--- src/rtl/uart_pkg.sv ---
// Shared definitions for the parametrised UART transmitter (and the future
// receiver): FSM state encoding, parity mode constants and a parity helper.
package uart_pkg;

  typedef enum logic [2:0] {
    IDLE,
    START,
    DATA,
    PARITY,
    STOP
  } tx_state_t;

  // Parity mode selector values
  localparam int PAR_NONE = 0;
  localparam int PAR_EVEN = 1;
  localparam int PAR_ODD  = 2;

  // Widest payload supported; narrower payloads are zero-extended, which
  // leaves the XOR reduction unchanged.
  localparam int MAX_DATA_BITS = 9;

  // Parity bit for a payload: even -> XOR of the bits, odd -> its complement.
  function automatic logic calc_parity(input logic [MAX_DATA_BITS-1:0] d,
                                       input int mode);
    return (mode == PAR_ODD) ? ~(^d) : (^d);
  endfunction

endpackage

--- src/rtl/uart_baud_gen.sv ---
// Bit-cycle counter shared by the UART transmitter and receiver.
// Ports:
//   clk, rst  - clock and synchronous active-high reset
//   clear     - hold the counter at 0 (e.g. while idle)
//   div       - cycles per serial bit; caller guarantees div >= 1
//   bit_tick  - high on the last cycle (count == div-1) of each bit
module uart_baud_gen
  import uart_pkg::*;
#(
  parameter int DIV_W = 16
) (
  input  logic             clk,
  input  logic             rst,
  input  logic             clear,
  input  logic [DIV_W-1:0] div,
  output logic             bit_tick
);

  logic [DIV_W-1:0] cnt_q, cnt_d;

  always_comb begin
    bit_tick = (cnt_q == (div - DIV_W'(1)));
    cnt_d    = cnt_q + DIV_W'(1);
    // Clearing on the tick means the counter never wraps.
    if (clear || bit_tick) cnt_d = '0;
  end

  always_ff @(posedge clk) begin
    if (rst) cnt_q <= '0;
    else     cnt_q <= cnt_d;
  end

endmodule

--- src/rtl/uart_tx_param.sv ---
// Parametrised UART transmitter with valid/ready input handshake.
// Frame: start(0), DATA_BITS payload LSB first, optional parity, STOP_BITS
// stop(1). Each bit lasts D = baud_div cycles (0 treated as 1), latched at
// acceptance.
// Ports:
//   clk, rst             - clock, synchronous active-high reset
//   baud_div             - cycles per bit, sampled at acceptance
//   in_data/in_valid     - payload from producer
//   in_ready             - high only while idle
//   tx                   - registered serial output, idle high
//   busy                 - frame in progress
//   frame_done           - pulse on last cycle of final stop bit
module uart_tx_param
  import uart_pkg::*;
#(
  parameter int DATA_BITS   = 8,
  parameter int PARITY_MODE = 0,
  parameter int STOP_BITS   = 1,
  parameter int DIV_W       = 16
) (
  input  logic                 clk,
  input  logic                 rst,
  input  logic [DIV_W-1:0]     baud_div,
  input  logic [DATA_BITS-1:0] in_data,
  input  logic                 in_valid,
  output logic                 in_ready,
  output logic                 tx,
  output logic                 busy,
  output logic                 frame_done
);

  localparam int IDX_W = $clog2(DATA_BITS + 1);

  tx_state_t            state_q, state_d;
  logic [DATA_BITS-1:0] shift_q, shift_d;
  logic [IDX_W-1:0]     idx_q, idx_d;
  logic                 stop_q, stop_d;
  logic [DIV_W-1:0]     div_q, div_d;
  logic                 par_q, par_d;
  logic                 tx_q, tx_d;
  logic                 bit_tick;
  logic                 last_stop;

  uart_baud_gen #(.DIV_W(DIV_W)) u_baud (
    .clk      (clk),
    .rst      (rst),
    .clear    (state_q == IDLE),
    .div      (div_q),
    .bit_tick (bit_tick)
  );

  assign last_stop  = (STOP_BITS == 1) || stop_q;
  assign in_ready   = (state_q == IDLE);
  assign busy       = (state_q != IDLE);
  assign frame_done = (state_q == STOP) && bit_tick && last_stop;
  assign tx         = tx_q;

  always_comb begin
    state_d = state_q;
    shift_d = shift_q;
    idx_d   = idx_q;
    stop_d  = stop_q;
    div_d   = div_q;
    par_d   = par_q;

    case (state_q)
      IDLE: begin
        if (in_valid) begin
          state_d = START;
          shift_d = in_data;
          div_d   = (baud_div == '0) ? DIV_W'(1) : baud_div;
          // Parity taken from the unshifted payload at acceptance.
          par_d   = calc_parity(MAX_DATA_BITS'(in_data), PARITY_MODE);
          idx_d   = '0;
          stop_d  = 1'b0;
        end
      end
      START: begin
        if (bit_tick) begin
          state_d = DATA;
          idx_d   = '0;
        end
      end
      DATA: begin
        if (bit_tick) begin
          shift_d = shift_q >> 1;
          idx_d   = idx_q + IDX_W'(1);
          if (idx_q == IDX_W'(DATA_BITS - 1))
            state_d = (PARITY_MODE != PAR_NONE) ? PARITY : STOP;
        end
      end
      PARITY: begin
        if (bit_tick) begin
          state_d = STOP;
          stop_d  = 1'b0;
        end
      end
      STOP: begin
        if (bit_tick) begin
          if (last_stop) state_d = IDLE;
          else           stop_d  = 1'b1;
        end
      end
      default: state_d = IDLE;
    endcase

    // tx is registered from the next-state view so the pin changes exactly
    // on the edge that enters each bit.
    case (state_d)
      START:   tx_d = 1'b0;
      DATA:    tx_d = shift_d[0];
      PARITY:  tx_d = par_q;
      default: tx_d = 1'b1;
    endcase
  end

  always_ff @(posedge clk) begin
    if (rst) begin
      state_q <= IDLE;
      shift_q <= '0;
      idx_q   <= '0;
      stop_q  <= 1'b0;
      div_q   <= DIV_W'(1);
      par_q   <= 1'b0;
      tx_q    <= 1'b1;
    end else begin
      state_q <= state_d;
      shift_q <= shift_d;
      idx_q   <= idx_d;
      stop_q  <= stop_d;
      div_q   <= div_d;
      par_q   <= par_d;
      tx_q    <= tx_d;
    end
  end

endmodule

--- config.mk ---
export PLATFORM = sky130hd
export DESIGN_NAME = uart_tx_param
export DESIGN_NICKNAME = d
export VERILOG_FILES = /design/src/rtl/uart_pkg.sv /design/src/rtl/uart_baud_gen.sv /design/src/rtl/uart_tx_param.sv
export SDC_FILE = /design/constraint.sdc
export NUM_CORES = 1
export LEC_CHECK = 0
export CORE_AREA = 2 2 91 93
export DETAILED_ROUTE_END_ITERATION = 6
export DIE_AREA = 0 0 93 95
export GPL_TIMING_DRIVEN = 0
export PLACE_DENSITY = 0.61
export SLEW_MARGIN = 0
export SYNTH_ARGS = -nofsm -noshare
export SYNTH_HDL_FRONTEND = slang
export SYNTH_SLANG_ARGS = --single-unit
--- constraint.sdc ---
create_clock -name clk -period 2.6 [get_ports clk]
set_input_delay 0.39 -clock clk [delete_from_list [all_inputs] [get_ports clk]]
set_output_delay 0.39 -clock clk [all_outputs]
set_load 0.02 [all_outputs]
==> results by group, run 1 <==
Run status
  – Run status: finished, violations left
  – Failing checks: negative setup slack

Routing
  – Drc violations: 0
  – DR iter-0 viols: about 130
  – Pre-antenna DRT Iters: 4
  – Post-route ant nets: 0
  – Vias per cell: 5.37
  – Routed via count: about 2700
  – Routed wire per std cell: roughly 15 um
  – Drt total wl: roughly 7400 um

Place
  – Placed cells: just under 500
  – Worst slack at placement: -0.880 ns
  – Post-DP HPWL: between 5000 and 6000 um
  – IO buf count: 30
  – Routability Congestion: between 0.8 and 0.9

CTS
  – Root buf cell: clkbuf_8
  – Clock latency on the worst-skew pair: between 0.3 and 0.4 ns
  – TritonCTS clock tree: done
  – Cts bufs inserted: 5
  – Clock buffer depth: 2
  – # hold bufs at CTS: 0
  – Clk slew on worst S/H paths: roughly 0.10 ns
  – CTS sink cnt: 49
  – H-tree depth: 2

Yosys
  – Warnings from Yosys: 0
  – Syn avg cell area: 8.15 um2
  – Post-Syn Area: 2840 um2
  – Yosys cell types: 62
  – Syn_nets: around 380
  – Asr flop ratio synth: 0
  – Cells after Synth: ~350
  – Post-synth EDFFs: 0
  – #FFs+latches synth: 49
  – Post-synthesis sequential area ratio: 0.346
  – Main synth FF type: dfxtp_1

Layout
  – Non-filler cells in the finished layout: just over 500
  – Number of diodes: 0
  – Fill count: 796
  – Multi-input logic area: 1950 um2
  – Area grow syn2layout: 32.2%
  – Layout cell share with drive strength beyond 1: 0.203
  – Post-layout net count: around 430
  – Register Area: 997 um2

Timing
  – Setup violators final: 33
  – Clock Skews: 0.0154 ns
  – Final Hold Fails: 0
  – Final Critical Period: ~3.2 ns
  – Hold slack: between 0.4 and 0.5 ns
  – RSZ-0062 raised after global routing: true
  – Fin crit share: 1.23
  – PnR worst setup slack: -0.588 ns
  – Max Fclk: between 300 and 400 MHz
  – Slew Viols, Final: 0
  – Worst slew pin tran: around 0.73 ns
  – Slew HR: 0.507

Floorplan
  – Die area: ~8800 um2
  – Die height: 95 um
  – I/O Pins: 31
  – Core ar.: between 7000 and 8000 um2
  – Num rows: 33
  – Initial core utilization: 0.358
  – Die width: just over 90 um

Min path
  – Worst hold start: div_q[15]$_SDFFE_PP0P_
  – Hold EP: div_q[15]$_SDFFE_PP0P_
  – WHS Path Cells: 2
  – Hold/Removal Path Class: register to register

Global routing
  – First-pass GRT wire length: 12500 um
  – Vias in the first global route: about 2700
  – Largest net degree at the start of global routing: 17
  – Initial antenna violation count: 0
  – GRT Overall Usage: 0.177
  – GRT Residual Overflow: 0

Flow run
  – MaxCap Viol Count: 0

Worst setup path
  – Crit path max fanout: 4
  – Reg-to-Reg Start: div_q[6]$_SDFFE_PP0P_
  – Worst reg-to-reg path cell count: 9
  – Reg-to-Reg End: u_baud.cnt_q[0]$_SDFF_PP0_
  – Startpoint Class: register
  – Register-to-Register Setup Slack: -0.40 ns
  – Crit path arrival time: around 2.8 ns
  – Nature of the critical path endpoint: primary output
  – Required @ worst endpoint: ~2.2 ns
  – Kind of critical path: register to primary output

Pwr
  – Peak supply drop: between 0.0002 and 0.00025 V
  – Power density over the cells: approximately 500 nW/um2
  – Leak: between 1 and 1.5 nW
kinds of logic after synthesis:
logic type	Yosys count	share of synthesized area
AO/OA/AOI/OAI	79	0.187
XOR/XNOR	39	0.125
adder cells (fa/ha/maj)	3	0.0132
buffers and inverters	25	0.0388
flip-flops	49	0.346
multiplexers	3	0.0115
AND/OR/NAND/NOR	150	0.278
cell usage after synthesis (2+ instances only):
library cell	instances	area share
dfxtp_1	49	0.35
nand2_1	47	0.062
nor2_1	33	0.044
xnor2_1	24	0.074
a21oi_1	23	0.041
xor2_1	14	0.043
clkbuf_1	10	0.013
inv_1	9	0.012
nor3_1	9	0.016
o21ai_0	9	0.016
a31oi_1	8	0.018
nand3_1	8	0.014
nand4_1	7	0.015
a22oi_1	6	0.016
and3_1	6	0.013
o2bb2ai_1	6	0.019
nand2b_1	4	0.0088
nor2b_1	4	0.0088
nor4_1	4	0.0088
and2_1	3	0.0066
ha_1	3	0.013
o21a_1	3	0.0079
o22ai_1	3	0.0066
o31ai_1	3	0.0079
or2_2	3	0.0066
or3_1	3	0.0066
or4_1	3	0.0079
a211o_1	2	0.0062
a21boi_1	2	0.0053
and3b_1	2	0.0062
buf_1	2	0.0026
buf_4	2	0.0053
mux2_1	2	0.0079
nor3b_1	2	0.0053
o211ai_1	2	0.0053
or4_4	2	0.0079
power by group:
group | total (mW) | switching, mW | internal (mW)
Combinational | 0.523 | 0.264 | 0.259
Sequential | 0.830 | 0.0432 | 0.787
Clock | 0.563 | 0.274 | 0.288
what timing repair did:
action / CTS / global route
buffers inserted: 15 / 4
setup endpoints to repair: 33 / 34
resized for setup: 44 / 12
pin swaps: 24 / 6
sequential cells by signal (all words and copies together), names as in the netlist:
| signal | cells |
|---|---|
| div_q | 16 |
| shift_q | 8 |
| u_baud.cnt_q | 16 |
| tx | 1 |
| idx_q | 4 |
| state_q | 3 |
| par_q | 1 |
routing by layer:
| metal | global-route usage | up-vias | wire, um |
|---|---|---|---|
| li1 | - | 1354 | - |
| met1 | 0.209 | 1292 | 3300 |
| met2 | 0.333 | 65 | 3780 |
| met3 | 0.0295 | 17 | 219 |
| met4 | 0.0417 | 0 | 141 |
| met5 | 0 | - | 0 |
cell usage in the layout, fill, tap and decap left out, types with 6 or more instances in the layout:
cell type and n:
a31oi_1 6, xnor2_1 23, o21ai_0 9, dfxtp_1 42, nand3_1 7, nand2_1 47, clkbuf_1 10, nand4_1 7
nor3_1 8, inv_1 7, a22oi_2 6, xor2_1 14, nor2_1 31, a21oi_1 21, buf_4 18, clkdlybuf4s50_1 29
critical path, stage by stage (launching register included):
cell and delay (ns):
dfxtp_4 0.38, inv_2 0.07, ha_4 0.15, or4b_4 0.50, nor2_4 0.12, xnor2_2 0.09, a2111o_1 0.42, nor4_4 0.31
buf_4 0.16, and3_4 0.18, buf_6 0.11
how the worst max path moves through the flow:
stage / startpoint / end / slack (ns) / cells after the start
CTS: div_q[6]$_SDFFE_PP0P_ / frame_done / -0.57 / 8
global placement: div_q[0]$_SDFFE_PP1P_ / frame_done / -0.84 / 10
detailed placement: div_q[0]$_SDFFE_PP1P_ / frame_done / -0.88 / 10
finish: div_q[0]$_SDFFE_PP1P_ / frame_done / -0.59 / 10
floorplan: div_q[5]$_SDFFE_PP0P_ / frame_done / -0.08 / 7
global route: div_q[0]$_SDFFE_PP1P_ / frame_done / -0.68 / 10
stage by stage:
| step | area [um2] | TNS (ns) | power (mW) | util |
|---|---|---|---|---|
| 6_report | 3750 | -9.88 | 1.92 | 0.473 |
| 5_1_grt | 3750 | -12.41 | 2.01 | 0.473 |
| 3_3_place_gp | 3300 | -9.20 | 1.25 | 0.416 |
| 4_1_cts | 3670 | -8.98 | 1.90 | 0.463 |
| 3_5_place_dp | 3300 | -10.03 | 1.25 | 0.416 |
| 2_1_floorplan | 2870 | -0.159 | 1.12 | - |
layout make-up:
cell class / instances / share of cell area
Buffer: 15 / 0.0204
Clock buffer: 5 / 0.0184
Clock inverter: 3 / 0.0124
Inverter: 9 / 0.00902
Multi-Input combinational cell: 274 / 0.520
Sequential cell: 49 / 0.266
Tap cell: 105 / 0.0351
Timing Repair Buffer: 48 / 0.119
Note: power is estimated with default switching activity, not from simulation.
==> run 2, diff against run 1 <==
CORE_AREA = 2 2 101 103   (was 2 2 91 93)
DIE_AREA = 0 0 103 105   (was 0 0 93 95)
PLACE_DENSITY = 0.51   (was 0.61)
SETUP_SLACK_MARGIN = 0.4   (was unset)
clock period = 3 ns   (was 2.6 ns; I/O delays follow)
==> results by group, run 2 (synthesis gave the netlist of run 1 again) <==
Global routing
  – GRT Overall Usage: 0.145 (-0.0320)
  – Largest net degree at the start of global routing: 18 (+1)
  – GRT Residual Overflow: 0 (unchanged)
  – First-pass GRT wire length: 12500 um (-0.10%)
  – Initial antenna violation count: 0 (unchanged)
  – Vias in the first global route: 2565 (-6.3%)

Floorplan
  – Num rows: 36 (+9.1%)
  – Die height: 105 um (+11%)
  – Die area: 10800 um2 (+22%)
  – Die width: 103 um (+11%)
  – I/O Pins: 31 (unchanged)
  – Core ar.: 9640 um2 (+22%)
  – Initial core utilization: 0.294 (-0.0635)

Layout
  – Multi-input logic area: 1970 um2 (+1.3%)
  – Register Area: 993 um2 (-0.38%)
  – Area grow syn2layout: 37.1%
  – Top Registers: div_q: 16 flops, u_baud.cnt_q: 16 flops, shift_q: 8 flops
  – Most frequent cells in the layout: nand2_1, dfxtp_1, nor2_1
  – Number of diodes: 0 (unchanged)
  – Layout cell share with drive strength beyond 1: 0.234 (+0.0301)
  – Non-filler cells in the finished layout: 544 (+7.1%)
  – Post-layout net count: 440 (+1.9%)
  – Most common cell after layout, fill and taps aside: nand2_1
  – Fill count: 1027 (+29%)

Routing
  – Drc violations: 0 (unchanged)
  – Post-route ant nets: 0 (unchanged)
  – Vias per cell: 4.97 (-7.4%)
  – Pre-antenna DRT Iters: 4 (unchanged)
  – Routed via count: 2704 (-0.88%)
  – Routed wire per std cell: 13.9 um (-5.3%)
  – DR iter-0 viols: 78 (-41%)
  – Drt total wl: 7550 um (+1.4%)

CTS
  – Cts bufs inserted: 5 (unchanged)
  – H-tree depth: 2 (unchanged)
  – TritonCTS clock tree: done
  – Clk slew on worst S/H paths: 0.10 ns (about the same)
  – Clock latency on the worst-skew pair: 0.31 ns (about the same)
  – CTS sink cnt: 49 (unchanged)
  – Root buf cell: clkbuf_8
  – # hold bufs at CTS: 0 (unchanged)
  – Clock buffer depth: 2 (unchanged)

Min path
  – Worst hold start: div_q[15]$_SDFFE_PP0P_
  – Hold/Removal Path Class: register to register

Place
  – IO buf count: 30 (unchanged)
  – Post-DP HPWL: 5460 um (+2.9%)
  – Placed cells: 511 (+5.8%)
  – Routability Congestion: 0.841 (+0.33%)

Run status
  – Failing checks: negative setup slack
  – Run status: finished, violations left

Timing
  – Hold slack: 0.479 ns (-0.00109 ns)
  – PnR worst setup slack: -0.252 ns (+0.336 ns)
  – Final Critical Period: 3.25 ns
  – Final Hold Fails: 0 (unchanged)
  – Setup violators final: 5 (-85%)
  – Slew HR: 0.520 (+0.0133)
  – Fin crit share: 1.08
  – Worst slew pin tran: 0.713 ns (-0.0209 ns)
  – RSZ-0062 raised after global routing: true
  – Clock Skews: 0.0144 ns (-0.00101 ns)
  – Max Fclk: around 310 MHz
  – Slew Viols, Final: 0 (unchanged)

Worst setup path
  – Reg-to-Reg Start: div_q[8]$_SDFFE_PP0P_
  – Kind of critical path: register to primary output
  – Crit path max fanout: 6 (+2)
  – Required @ worst endpoint: 2.55 ns (+0.34 ns)
  – Crit path arrival time: 2.80 ns (about the same)
  – Nature of the critical path endpoint: primary output
  – Critical path origin: div_q[8]$_SDFFE_PP0P_
  – Startpoint Class: register

Pwr
  – Leak: 1.36 nW (+4.1%)
  – Power density over the cells: 419 nW/um2 (-18%)
  – Peak supply drop: 0.000210 V (-13%)

Flow run
  – MaxCap Viol Count: 0 (unchanged)
-- run 2: final cells by class --
class	count	share of cell area
Buffer	16	0.0241
Clock buffer	5	0.0177
Clock inverter	3	0.00644
Inverter	9	0.00869
Multi-Input combinational cell	274	0.508
Sequential cell	49	0.256
Tap cell	133	0.0428
Timing Repair Buffer	55	0.137
-- run 2: per-stage QoR --
stage	setup TNS, ns	power [mW]	cell area, um2	setup WS (ns)	util
6_report	-0.712	1.63	3890	-0.252	0.403
5_1_grt	-2.10	1.71	3890	-0.374	0.403
4_1_cts	-0.989	1.58	3680	-0.311	0.382
3_5_place_dp	-0.528	1.09	3330	-0.528	0.346
3_3_place_gp	-0.530	1.09	3330	-0.530	0.346
2_1_floorplan	0	0.970	2870	0.263	-
-- run 2: final timing paths --
check                                              end  slack, ns  depth (start not counted)
worst max-delay path                        frame_done      -0.25                          8
worst min-delay path            div_q[15]$_SDFFE_PP0P_       0.48                          2
worst max register to register   idx_q[0]$_SDFFE_PP0P_      -0.21                         14
worst min register to register  div_q[15]$_SDFFE_PP0P_       0.48                          2
-- run 2: worst max-delay path: stages, from the launching register on --
cell and delay, ns:
dfxtp_1 0.40, nor4_4 0.32, nand3_2 0.11, or4_4 0.43, a2111o_1 0.48, nor4_4 0.30
buf_4 0.17, and3_4 0.18, buf_6 0.11
-- run 2: timing repair --
item / CTS / global route
endpoints found under the setup margin: 33 / 42
pin swaps: 24 / 10
resized for setup: 41 / 32
buffers inserted: 15 / 10
-- run 2: power breakdown --
| group | total, mW | switching, mW | internal [mW] |
|---|---|---|---|
| logic | 0.493 | 0.241 | 0.252 |
| registers | 0.720 | 0.0378 | 0.682 |
| clock network | 0.415 | 0.246 | 0.169 |
-- run 2: per-layer routing --
layer	routed length, um	up-vias	global-route usage
met5	0	-	0
met4	246	0	0.0545
met3	207	15	0.0254
met2	3650	51	0.231
met1	3450	1269	0.192
li1	-	1369	-
